==> src/rtl/dma_pkg.sv <==
// Shared op/type encodings and DMA sequencer state definitions.
// The register file and IO decoder import the same encodings.
package dma_pkg;

  // Data bus operation codes
  localparam logic [1:0] OP_SW  = 2'b00;
  localparam logic [1:0] OP_LW  = 2'b01;
  localparam logic [1:0] OP_ADD = 2'b10;
  localparam logic [1:0] OP_SUB = 2'b11;

  // Data bus target types
  localparam logic [1:0] TYPE_MEM = 2'b00;
  localparam logic [1:0] TYPE_IO  = 2'b11;

  // DMA sequencer states
  typedef enum logic [2:0] {
    ST_IDLE  = 3'd0,
    ST_REQ   = 3'd1,
    ST_RD    = 3'd2,
    ST_WR    = 3'd3,
    ST_YIELD = 3'd4,
    ST_FIN   = 3'd5
  } dma_state_t;

  // Read side target: memory when copying mem->IO, IO when copying IO->mem
  function automatic logic [1:0] rd_type(input logic dir);
    return dir ? TYPE_IO : TYPE_MEM;
  endfunction

  // Write side target is always the opposite of the read side
  function automatic logic [1:0] wr_type(input logic dir);
    return dir ? TYPE_MEM : TYPE_IO;
  endfunction

endpackage

==> src/rtl/dma_addr_gen.sv <==
// Address/count bookkeeping for the DMA sequencer: source and destination
// pointers, words remaining and words moved in the current bus tenure.
// Exposes the post-increment values so the FSM can decide and register
// its outputs in the same cycle a write completes.
module dma_addr_gen
  import dma_pkg::*;
#(
  parameter int AW = 8,
  parameter int CW = 8,
  parameter int BW = 3
) (
  input  logic          clk,
  input  logic          reset,
  input  logic          load,
  input  logic          step,
  input  logic          burst_clr,
  input  logic [AW-1:0] src_init,
  input  logic [AW-1:0] dst_init,
  input  logic [CW-1:0] count_init,
  output logic [AW-1:0] src,
  output logic [AW-1:0] dst,
  output logic [AW-1:0] src_nxt,
  output logic [CW-1:0] remaining,
  output logic [CW-1:0] rem_nxt,
  output logic [BW-1:0] burst_nxt
);

  logic [BW-1:0] burst;

  // Pointers wrap naturally modulo 2^AW
  assign src_nxt   = src + AW'(1);
  assign rem_nxt   = remaining - CW'(1);
  assign burst_nxt = burst + BW'(1);

  // Load descriptor on start, advance after each completed word
  always_ff @(posedge clk) begin
    if (reset) begin
      src       <= '0;
      dst       <= '0;
      remaining <= '0;
      burst     <= '0;
    end else if (load) begin
      src       <= src_init;
      dst       <= dst_init;
      remaining <= count_init;
      burst     <= '0;
    end else begin
      if (burst_clr) begin
        burst <= '0;
      end
      if (step) begin
        src       <= src_nxt;
        dst       <= dst + AW'(1);
        remaining <= rem_nxt;
        burst     <= burst_nxt;
      end
    end
  end

endmodule

==> src/rtl/dma_xfer_ctrl.sv <==
// Single-channel DMA sequencer. Requests the shared data bus, then runs
// read-word / write-word pairs until the programmed count is exhausted,
// releasing the bus for one cycle after BURST_LEN words or on grant loss.
//
// Bus handshake: while bus_en is high, bus_addr/bus_op/bus_type/bus_wdata
// are held stable until the cycle bus_ack is seen high; that cycle completes
// the access (read data is taken from bus_rdata in that same cycle). Grant
// loss never aborts an access in flight. dbg_state mirrors the FSM state.
module dma_xfer_ctrl
  import dma_pkg::*;
#(
  parameter int AW        = 8,
  parameter int DW        = 32,
  parameter int CW        = 8,
  parameter int BURST_LEN = 4
) (
  input  logic          clk,
  input  logic          reset,
  input  logic          start,
  input  logic [AW-1:0] src_addr,
  input  logic [AW-1:0] dst_addr,
  input  logic [CW-1:0] count,
  input  logic          dir,
  output logic          bus_req,
  input  logic          bus_grant,
  output logic [AW-1:0] bus_addr,
  output logic [1:0]    bus_op,
  output logic [1:0]    bus_type,
  output logic          bus_en,
  output logic [DW-1:0] bus_wdata,
  input  logic [DW-1:0] bus_rdata,
  input  logic          bus_ack,
  output logic          busy,
  output logic          done,
  output logic [CW-1:0] remaining,
  output logic [2:0]    dbg_state
);

  localparam int BW = $clog2(BURST_LEN + 1);

  dma_state_t    state;
  logic          dir_q;
  logic          load;
  logic          step;
  logic          burst_clr;
  logic [AW-1:0] src;
  logic [AW-1:0] dst;
  logic [AW-1:0] src_nxt;
  logic [CW-1:0] rem_nxt;
  logic [BW-1:0] burst_nxt;

  assign dbg_state = state;

  dma_addr_gen #(
    .AW (AW),
    .CW (CW),
    .BW (BW)
  ) u_addr_gen (
    .clk        (clk),
    .reset      (reset),
    .load       (load),
    .step       (step),
    .burst_clr  (burst_clr),
    .src_init   (src_addr),
    .dst_init   (dst_addr),
    .count_init (count),
    .src        (src),
    .dst        (dst),
    .src_nxt    (src_nxt),
    .remaining  (remaining),
    .rem_nxt    (rem_nxt),
    .burst_nxt  (burst_nxt)
  );

  // Counter controls: load on accepted start, step on each write ack,
  // fresh burst window whenever the bus is re-requested after a yield
  always_comb begin
    load      = 1'b0;
    step      = 1'b0;
    burst_clr = 1'b0;
    case (state)
      ST_IDLE:  load      = start;
      ST_WR:    step      = bus_ack;
      ST_YIELD: burst_clr = 1'b1;
      default:  ;
    endcase
  end

  // Sequencer FSM with registered bus and status outputs
  always_ff @(posedge clk) begin
    if (reset) begin
      state     <= ST_IDLE;
      dir_q     <= 1'b0;
      bus_req   <= 1'b0;
      bus_en    <= 1'b0;
      bus_addr  <= '0;
      bus_op    <= 2'b00;
      bus_type  <= 2'b00;
      bus_wdata <= '0;
      busy      <= 1'b0;
      done      <= 1'b0;
    end else begin
      done <= 1'b0;
      case (state)
        ST_IDLE: begin
          bus_op <= OP_LW;
          if (start) begin
            dir_q <= dir;
            if (count != '0) begin
              state   <= ST_REQ;
              busy    <= 1'b1;
              bus_req <= 1'b1;
            end else begin
              state <= ST_FIN;
              done  <= 1'b1;
            end
          end
        end
        ST_REQ: begin
          if (bus_grant) begin
            state    <= ST_RD;
            bus_en   <= 1'b1;
            bus_op   <= OP_LW;
            bus_addr <= src;
            bus_type <= rd_type(dir_q);
          end
        end
        ST_RD: begin
          if (bus_ack) begin
            // The write-phase data register is loaded straight from the bus
            state     <= ST_WR;
            bus_op    <= OP_SW;
            bus_addr  <= dst;
            bus_type  <= wr_type(dir_q);
            bus_wdata <= bus_rdata;
          end
        end
        ST_WR: begin
          if (bus_ack) begin
            bus_wdata <= '0;
            if (rem_nxt == '0) begin
              state    <= ST_FIN;
              bus_req  <= 1'b0;
              bus_en   <= 1'b0;
              bus_op   <= OP_LW;
              bus_addr <= '0;
              bus_type <= TYPE_MEM;
              busy     <= 1'b0;
              done     <= 1'b1;
            end else if ((burst_nxt == BW'(BURST_LEN)) || !bus_grant) begin
              state    <= ST_YIELD;
              bus_req  <= 1'b0;
              bus_en   <= 1'b0;
              bus_op   <= OP_LW;
              bus_addr <= '0;
              bus_type <= TYPE_MEM;
            end else begin
              state    <= ST_RD;
              bus_op   <= OP_LW;
              bus_addr <= src_nxt;
              bus_type <= rd_type(dir_q);
            end
          end
        end
        ST_YIELD: begin
          state   <= ST_REQ;
          bus_req <= 1'b1;
        end
        ST_FIN: begin
          state <= ST_IDLE;
        end
        default: begin
          state <= ST_IDLE;
        end
      endcase
    end
  end

endmodule
==> config.mk <==
export PLATFORM = sky130hd
export DESIGN_NAME = dma_xfer_ctrl
export DESIGN_NICKNAME = d
export VERILOG_FILES = /design/src/rtl/dma_pkg.sv /design/src/rtl/dma_addr_gen.sv /design/src/rtl/dma_xfer_ctrl.sv
export SDC_FILE = /design/constraint.sdc
export NUM_CORES = 1
export LEC_CHECK = 0
export CAP_MARGIN = 20
export CORE_ASPECT_RATIO = 1.2
export CORE_MARGIN = 2
export CORE_UTILIZATION = 42
export CTS_CLUSTER_DIAMETER = 30
export DETAILED_ROUTE_END_ITERATION = 12
export GPL_ROUTABILITY_DRIVEN = 1
export PLACE_DENSITY = 0.74
export SLEW_MARGIN = 15
export SYNTH_ARGS = -nofsm -noshare
export SYNTH_HDL_FRONTEND = slang
export SYNTH_SLANG_ARGS = --single-unit
==> constraint.sdc <==
create_clock -name clk -period 2 [get_ports clk]
set_input_delay 0.6 -clock clk [delete_from_list [all_inputs] [get_ports clk]]
set_output_delay 0.6 -clock clk [all_outputs]
set_load 0.02 [all_outputs]
-- After elaboration in Yosys (flattened, before gate mapping)
Index checks and enable logic that the tools add are counted.
- bits in registers: 79
- bits in latches: 0
- bits in writable memories: 0
- ROM bits: 0
- input bits: 62
- output and inout bits: 59
- word-level logic and storage cells: 108
- memories: 0
- add/subtract/negate cells: 4
- multipliers: 0
- divide/modulo/power cells: 0
- magnitude comparators: 0
- eq/ne operators: 12
- shift-type cells: 0
- muxes and demuxes: 56
- bitwise logic cells: 0
- reductions and logical operators: 22
- operators with widths (kind ; count):
    two-way mux 8 bit ; 11
    two-way mux 32 bit ; 2
    case mux 32 bit (2 select lines) ; 1
    two-way mux 3 bit ; 9
    case mux 8 bit (3 select lines) ; 1
    two-way mux 2 bit ; 10
    adder 8 x 1 -> 8 bit, second input constant ; 2
    AND reduction 4 bit ; 4
    two-way mux 1 bit ; 15
    case mux 3 bit (5 select lines) ; 1
    != test 2 bit, second input constant ; 6
    AND reduction 5 bit ; 2
    nonzero test 2 bit ; 5
    logical NOT 8 bit ; 1
    case mux 2 bit (4 select lines) ; 1
    nonzero test 8 bit ; 1
    subtractor 8 x 1 -> 8 bit, second input constant ; 1
    == test 3 x 2 -> 1 bit, second input constant ; 2
    == test 3 bit, second input constant ; 2
    case mux 1 bit (2 select lines) ; 3
    case mux 2 bit (3 select lines) ; 1
    nonzero test 3 bit ; 2
    nonzero test 4 bit ; 1
    adder 3 x 1 -> 3 bit, second input constant ; 1
    other kinds (9) ; 9

-- Logic depth before layout (Yosys ltp)
Gate-level depths: netlist of the first run.
- depth after elaboration: 7
- depth in mapped cells: 8

-- Modules after synthesis
A second synthesis of the first run with hierarchy kept.
- cells, all modules: 481
- area total of the unflattened synthesis: 4048.9 sq um
- modules (own cells, without submodules) (module ; times used ; cells an instance ; area an instance (sq um)):
    dma_xfer_ctrl ; 1 ; 280 ; 2409.8
    dma_addr_gen ; 1 ; 201 ; 1639.1

-- Worst setup path before layout of the first run
No wires, ideal clock.
- kind: reg2reg
- from: register u_addr_gen.remaining[0]
- to: register done
- library setup time: 0.100 ns
- data arrival time: 2.093 ns
- slack: -0.193 ns
- stages on the path, launching flop included: 8
- buffers on the path: 0
- cells stage by stage: dfxtp_1 inv_1 ha_1 or4b_4 xor2_1 a21oi_2 or3_4 a2111oi_4
- word-level cells in the longest chain between the ends: 5
- ends and longest elaborated chain (what ; line ; source):
    start: declaration ; dma_addr_gen.sv:23 ; output logic [CW-1:0] remaining,
    start signal: assignment ; dma_addr_gen.sv:45 ; remaining <= count_init;
    start signal: assignment ; dma_addr_gen.sv:54 ; remaining <= rem_nxt;
    subtractor 8 x 1 -> 8 bit ; dma_addr_gen.sv:32 ; assign rem_nxt = remaining - CW'(1);
    logical NOT 8 bit ; dma_xfer_ctrl.sv:141 ; if (rem_nxt == '0) begin
    two-way mux 1 bit ; dma_xfer_ctrl.sv:141 ;
    two-way mux 1 bit ; dma_xfer_ctrl.sv:139 ; if (bus_ack) begin
    case mux 1 bit (2 select lines) ; dma_xfer_ctrl.sv:104 ; case (state)
    end signal: assignment ; dma_xfer_ctrl.sv:101 ; done <= 1'b0;
    end signal: assignment ; dma_xfer_ctrl.sv:103 ; done <= 1'b0;
    end signal: assignment ; dma_xfer_ctrl.sv:149 ; done <= 1'b1;
    end: declaration ; dma_xfer_ctrl.sv:34 ; output logic done,
No other way between the ends.
A chain may end at the register's enable or synchronous reset.

-- Worst setup path after layout of the first run
Same ends and word-level chain as after synthesis.

==> results.tsv, run 1 <==
stage	metric	value	unit
status	status	complete, but fails checks	
status	failing checks	negative setup slack	
timing	fin crit period	2.08	ns
timing	Hold Slack	0.494	ns
timing	period utilization	1.04	
timing	worst rel slew slack	0.661	
yosys	EDFF count, synth	0	
timing	Hold Fails Final Rpt	0	
yosys	count of cell types in the netlist	54	
timing	Worst Tran Pin Value	0.508	ns
min_path	Worst Hold Depth	2	
clocking	htree depth	3	
yosys	Ys Warns	0	
layout	layout cells sized above 1	0.167	
global_route	GR peak layer	met2	
layout	commonest non-fill, non-tap cell in the layout	clkdlybuf4s50_1	
clocking	Clk Latency, worst-skew pair	0.34	ns
power_and_ir_drop	P_leak	2.17	nW
yosys	largest family of logic cells by synthesized area	compound AO/OA/AOI/OAI gates	
floorplan	Die Height	107	um
placed_design	Post-Place Cells	694	
setup_path	Worst Setup End Kind	flip-flop	
layout	area of the multi-input gates	2040	um^2
timing	skew final	0.0124	ns
setup_path	r2r setup slk	-0.08	ns
timing	max-slew violation count	0	
global_route	GR met1 Demand/Resource	0.314	
global_route	initial antenna violation count	0	
global_route	global-route wire length before repair	18.2	mm
clocking	clk sinks	77	
timing	worst setup slack after layout	-0.0846	ns
global_route	global router's overall resource usage	0.238	
power_and_ir_drop	worst vdd ir	0.376	mV
layout	Reg area	1550	um^2
yosys	ys async rst share	0	
drt	Vias	3956	
yosys	synthesized flop and latch total	77	
setup_path	CP max FO	4	
clocking	total CTS buffers	9	
flow_run	Max-cap violations	0	
layout	Ant. Diodes	0	
setup_path	CP max-delay cell	or3_1	
min_path	Worst Hold Class	flip-flop to flip-flop	
yosys	Synth Area in Simple Gates	0.217	
yosys	mux cell area share after synthesis	0	
timing	RSZ-0062 raised after global routing	yes	
global_route	met3 Usage GRT	0.0416	
floorplan	Top Ports	121	
setup_path	worst r2r path cells	6	
setup_path	critical path arrival	2.34	ns
clocking	# hold bufs at CTS	0	
placed_design	Port Buf Inserts	119	
drt	DR iter-0 viols	236	
setup_path	Startpoint Class	flip-flop	
yosys	Post-Syn Instances	447	
timing	fmax	0.480	GHz
drt	DRT Pass-1 Iters	5	
layout	filler cell count	694	
timing	final setup violation count	4	
yosys	sequential share of the synthesized area	0.419	
yosys	Adder-Cell Fraction of Synth Area	0.0204	
setup_path	worst r2r src	u_addr_gen.remaining[0]	
floorplan	Initial Utilization	0.430	
yosys	Synth top area share	0.419	
setup_path	Setup CP Type	flip-flop to flip-flop	
floorplan	core area	8560	um^2
clocking	Worst-path clk slew	0.08	ns
clocking	CTS tree	done	
global_route	largest net degree at the start of global routing	35	
yosys	Syn Nets	515	
clocking	clk buf depth	2	
global_route	number of global-route vias before repair	3769	
yosys	Compound-Gate Fraction of Synth Area	0.260	
layout	Non-Filler Instances	711	
floorplan	Die X	89.5	um
yosys	XOR/XNOR Fraction of Synth Area	0.0262	
setup_path	Crit path required time	2.25	ns
power_and_ir_drop	Pwr Density	755	nW/um^2
yosys	ranking of synthesized cells by area	dfxtp_1, a22oi_1, nor2_1, a21oi_1, nand2_1	
yosys	Main synth FF type	dfxtp_1	
setup_path	critical path cell sequence	buf_4 > nor3_1 > xor2_1 > or3_1 > or3_4 > a2111oi_4	
drt	Residual DRC	0	
setup_path	CP max stage delay	0.43	ns
layout	most frequent cells in the layout	clkdlybuf4s50_1, nor2_1, dfxtp_1	
layout	Area Overhead vs Synth	53.6	%
min_path	HP Start	dir_q	
placed_design	dpl hpwl	8.05	mm
floorplan	total die area	9540	um^2
setup_path	Reg-to-Reg End	done	
min_path	WHS Endpoint	dir_q	
clocking	Clock Tree Root	clkbuf_8	
global_route	gr ovfl total	0	
drt	Routed WL	11.2	mm
drt	wire per inst	15.8	um
yosys	syn avg cell area	8.24	um^2
layout	nets	657	
placed_design	Final Wtd Congestion	0.908	
floorplan	Row Count	37	
drt	antenna viol nets, final	0	
timing	setup_tns	-0.173	ns
global_route	grt met2 use	0.386	
yosys	leading area contributor after synthesis	dfxtp_1	
yosys	mapped cell area	3680	um^2
placed_design	dpl ws	-0.507	ns
drt	Via density	5.56	
[metrics by stage]
| step | instance area, um^2 | utilization | total power, W |
|---|---|---|---|
| global placement | 5310 | 0.619 | 0.00274 |
| floorplan | 3700 | - | 0.00228 |
| detailed placement | 5310 | 0.619 | 0.00277 |
| finish | 5660 | 0.660 | 0.00427 |
| CTS | 5560 | 0.650 | 0.00426 |
| global route | 5660 | 0.660 | 0.00448 |
[critical path: cells and delay by family (launching register included)]
kind,cells,cell delay [ns]
buffers and inverters,1,0.14
xor gates and xnor gates,1,0.13
and+or+nand+nor,3,1.10
DFF,1,0.35
AOI/OAI and AO/OA,1,0.28
[state kept, by name, summed over array words and instances, names as in the netlist]
signal and cells:
bus_op 1, u_addr_gen.dst 8, u_addr_gen.remaining 8, bus_wdata 32, bus_addr 8, bus_en 1, busy 1, dbg_state 3
u_addr_gen.src 8, bus_type 1, bus_req 1, u_addr_gen.burst 3, done 1, dir_q 1
[layout make-up]
| class | count | share of cell area |
|---|---|---|
| Clock buffer | 11 | 0.0270 |
| Tap cell | 117 | 0.0259 |
| Timing Repair Buffer | 172 | 0.289 |
| Inverter | 9 | 0.00597 |
| Multi-Input combinational cell | 320 | 0.360 |
| Sequential cell | 77 | 0.274 |
| Clock inverter | 5 | 0.0184 |
[worst max-delay path by stage]
stage	startpoint	endpoint	slack (ns)
floorplan	u_addr_gen.remaining[0]	done	-0.01
global placement	start	u_addr_gen.src[5]	-0.44
detailed placement	start	u_addr_gen.src[5]	-0.51
CTS	u_addr_gen.remaining[0]	bus_addr[5]	-0.07
global route	u_addr_gen.remaining[0]	done	-0.13
finish	u_addr_gen.remaining[0]	done	-0.08
[per-layer routing]
layer  routed length [um]  part of all wire
met1                 4770              0.42
met2                 5470              0.49
met4                  244             0.022
met5                    0                 0
met3                  748             0.067
[report_power, final]
part           total, W  switching [W]  internal [W]
combinational   0.00106       0.000535      0.000523
sequential      0.00172      0.0000896       0.00163
clock           0.00149       0.000584      0.000908
[Yosys cell counts, types with 9 or more instances]
cell,number
xor2_1,9
nand2_1,33
nor3_1,12
o21ai_0,16
a21oi_1,34
inv_1,9
dfxtp_1,77
clkbuf_1,32
a22oi_1,39
nor2_1,76
[kinds of logic (layout without fill, tap and decap cells)]
| logic type | after synthesis | count (layout) |
|---|---|---|
| compound gates | 138 | 138 |
| buf+inv | 50 | 197 |
| flops | 77 | 77 |
| xor+xnor | 11 | 11 |
| fa+ha+maj | 6 | 6 |
| other cells | 1 | 1 |
| simple gates | 164 | 164 |
[timing repair]
item	in CTS	in global routing
gates resized for setup	14	19
setup endpoints to repair	27	20
pin swaps	2	5
endpoints found under the hold margin	0	0
buffers inserted	0	1
Power figures use the tool's default switching activity.
==> run 2: changes to the inputs <==
--- a/config.mk
+++ b/config.mk
@@ -13,6 +13,7 @@
 export DETAILED_ROUTE_END_ITERATION = 12
 export GPL_ROUTABILITY_DRIVEN = 1
 export PLACE_DENSITY = 0.74
+export RECOVER_POWER = 100
 export SLEW_MARGIN = 15
 export SYNTH_ARGS = -nofsm -noshare
 export SYNTH_HDL_FRONTEND = slang
==> results.tsv, run 2 (synthesis gave the netlist of run 1 again) <==
stage	metric	value	unit	change
timing	setup_tns	-0.173	ns	+0.0000180 ns
status	status	complete, but fails checks		
min_path	Worst Hold Class	flip-flop to flip-flop		
drt	Routed WL	11.2	mm	about the same
layout	Top reg by flops	bus_wdata		
clocking	clk sinks	77		unchanged
setup_path	r2r setup slk	-0.07	ns	about the same
setup_path	worst setup path endpoint	done		
power_and_ir_drop	Flop pwr share	0.404		about the same
power_and_ir_drop	P_leak	2.14	nW	-1.6%
placed_design	Port Buf Inserts	119		unchanged
timing	worst rel slew slack	0.593		-0.0678
drt	Max Used Layer	met4		
drt	antenna viol nets, final	0		unchanged
floorplan	core area	8560	um^2	unchanged
timing	fmax	0.482	GHz	+0.47%
timing	Hold Fails Final Rpt	0		unchanged
layout	commonest non-fill, non-tap cell in the layout	clkdlybuf4s50_1		
layout	nets	657		unchanged
status	failing checks	negative setup slack		
timing	final setup violation count	4		unchanged
drt	Residual DRC	0		unchanged
drt	Via density	5.56		-0.15%
timing	RSZ-0062 raised after global routing	yes		
setup_path	crit path from	u_addr_gen.remaining[0]		
global_route	largest net degree at the start of global routing	35		unchanged
placed_design	dpl ws	-0.507	ns	unchanged
floorplan	Row Count	37		unchanged
power_and_ir_drop	clock share of power	0.351		+0.002
power_and_ir_drop	internal power	0.00305	W	-0.36%
flow_run	Max-cap violations	0		unchanged
setup_path	worst r2r path cells	7		+1
clocking	# hold bufs at CTS	0		unchanged
power_and_ir_drop	Net Sw Frac	0.284		+0.000705
power_and_ir_drop	Pwr Density	759	nW/um^2	+0.54%
layout	filler cell count	706		+1.7%
clocking	Clk Latency, worst-skew pair	0.35	ns	about the same
setup_path	CP max-delay cell	or4b_4		
power_and_ir_drop	Gate power share	0.246		-0.002
floorplan	Top Ports	121		unchanged
setup_path	CP max FO	5		+1
timing	max-slew violation count	0		unchanged
clocking	Clock Tree Root	clkbuf_8		
layout	most frequent cells in the layout	clkdlybuf4s50_1, nor2_1, dfxtp_1		
layout	Ant. Diodes	0		unchanged
global_route	initial antenna violation count	0		unchanged
drt	routed length on met3	689	um	-7.9%
setup_path	Startpoint Class	flip-flop		
floorplan	Die Height	107	um	unchanged
layout	Area Overhead vs Synth	52.4	%	
timing	fin crit period	2.07	ns	-0.00966 ns
clocking	total CTS buffers	9		unchanged
setup_path	worst r2r src	u_addr_gen.remaining[0]		
timing	worst setup slack after layout	-0.0749	ns	+0.00966 ns
setup_path	Reg-to-Reg End	done		
drt	Detail Route met2 WL	5.53	mm	+1.1%
power_and_ir_drop	Net Switching	0.00121	W	about the same
placed_design	Final Wtd Congestion	0.908		unchanged
placed_design	Post-Place Cells	694		unchanged
drt	Vias	3950		-0.15%
setup_path	Crit path required time	2.25	ns	about the same
global_route	global-route wire length before repair	18.2	mm	unchanged
drt	met1 WL	4.80	mm	+0.63%
clocking	clk buf depth	2		unchanged
global_route	global router's overall resource usage	0.238		unchanged
layout	layout cells sized above 1	0.158		-0.00842
drt	wire per inst	15.8	um	about the same
setup_path	Setup CP Type	flip-flop to flip-flop		
timing	skew final	0.0118	ns	-0.000565 ns
global_route	number of global-route vias before repair	3769		unchanged
placed_design	dpl hpwl	8.05	mm	unchanged
floorplan	Initial Utilization	0.430		unchanged
setup_path	critical path arrival	2.33	ns	about the same
setup_path	critical path cell sequence	inv_2 > ha_4 > or4b_4 > xor2_4 > a21oi_4 > or3_4 > a2111oi_4		
floorplan	Die X	89.5	um	unchanged
layout	Largest register FFs	32		unchanged
global_route	gr ovfl total	0		unchanged
clocking	htree depth	3		unchanged
clocking	Worst-path clk slew	0.08	ns	about the same
floorplan	total die area	9540	um^2	unchanged
clocking	CTS tree	done		
drt	DR iter-0 viols	251		+6.4%
timing	Worst Tran Pin Value	0.610	ns	+0.102 ns
power_and_ir_drop	worst vdd ir	0.377	mV	+0.22%
timing	period utilization	1.04		-0.00483
drt	DRT Pass-1 Iters	5		unchanged
setup_path	CP max stage delay	0.50	ns	+0.07 ns
setup_path	Worst Setup End Kind	flip-flop		
layout	Non-Filler Instances	711		unchanged
-- run 2: cell types whose count changed in the layout (fill, tap and decap cells not counted), moves of 2 or more --
cell / before / now
buf_4: 48 / 40
clkbuf_1: 1 / 4
clkbuf_2: 0 / 4
clkbuf_4: 0 / 2
dfxtp_1: 73 / 75
dfxtp_2: 3 / 1
-- run 2: what timing repair did --
action                     in CTS  in global routing
gates cloned                    0                  0
resized for setup              14                 19
setup endpoints to repair      27                 20
buffers inserted                0                  1
pin swaps                       2                  5
-- run 2: worst min path at each step --
stage | start | end | slack (ns) | cells past startpoint
floorplan | dir_q | dir_q | 0.45 | 2
global placement | dir_q | dir_q | 0.47 | 2
detailed placement | dir_q | dir_q | 0.47 | 2
CTS | dir_q | dir_q | 0.49 | 2
global route | dir_q | dir_q | 0.50 | 2
finish | dir_q | dir_q | 0.49 | 2
-- run 2: area by class of cell --
type | count | area (um^2) | area share
inverter | 9 | 33.8 | 0.00602
sequential | 77 | 1550 | 0.276
clock buffer | 11 | 153 | 0.0272
clock inverter | 5 | 104 | 0.0185
tap | 117 | 146 | 0.0261
multi-input combinational | 320 | 2040 | 0.363
timing repair buffer | 172 | 1590 | 0.284
-- run 2: worst max-delay path: cells and delay by family, from the launching register on --
| kind | cells | cell delay [ns] |
|---|---|---|
| AND/OR/NAND/NOR | 2 | 0.88 |
| XOR/XNOR | 1 | 0.17 |
| AO/OA/AOI/OAI | 2 | 0.38 |
| adder cells (fa/ha/maj) | 1 | 0.13 |
| buffers and inverters | 1 | 0.06 |
| flip-flops | 1 | 0.35 |
-- run 2: layer usage --
metal	GRT usage	vias to the layer above
li1	-	1900
met1	0.314	1874
met2	0.386	155
met3	0.0416	21
met4	0.0842	0
met5	0	-
-- run 2: through the flow --
step                       util  cell area (um^2)  total power (W)  hold WS (ns)
after detailed placement  0.619              5310          0.00277         0.475
final                     0.655              5610          0.00426         0.495
after CTS                 0.650              5560          0.00426         0.487
after global routing      0.655              5610          0.00446         0.505
after floorplan               -              3700          0.00228         0.450
after global placement    0.619              5310          0.00274         0.468
-- run 2: power groups by stage --
stage | clock [W] | combinational, W | sequential, W
floorplan | 0 | 0.000453 | 0.00182
global placement | 0 | 0.000997 | 0.00175
detailed placement | 0 | 0.00101 | 0.00175
CTS | 0.00153 | 0.00101 | 0.00172
global route | 0.00160 | 0.00113 | 0.00173
finish | 0.00149 | 0.00105 | 0.00172
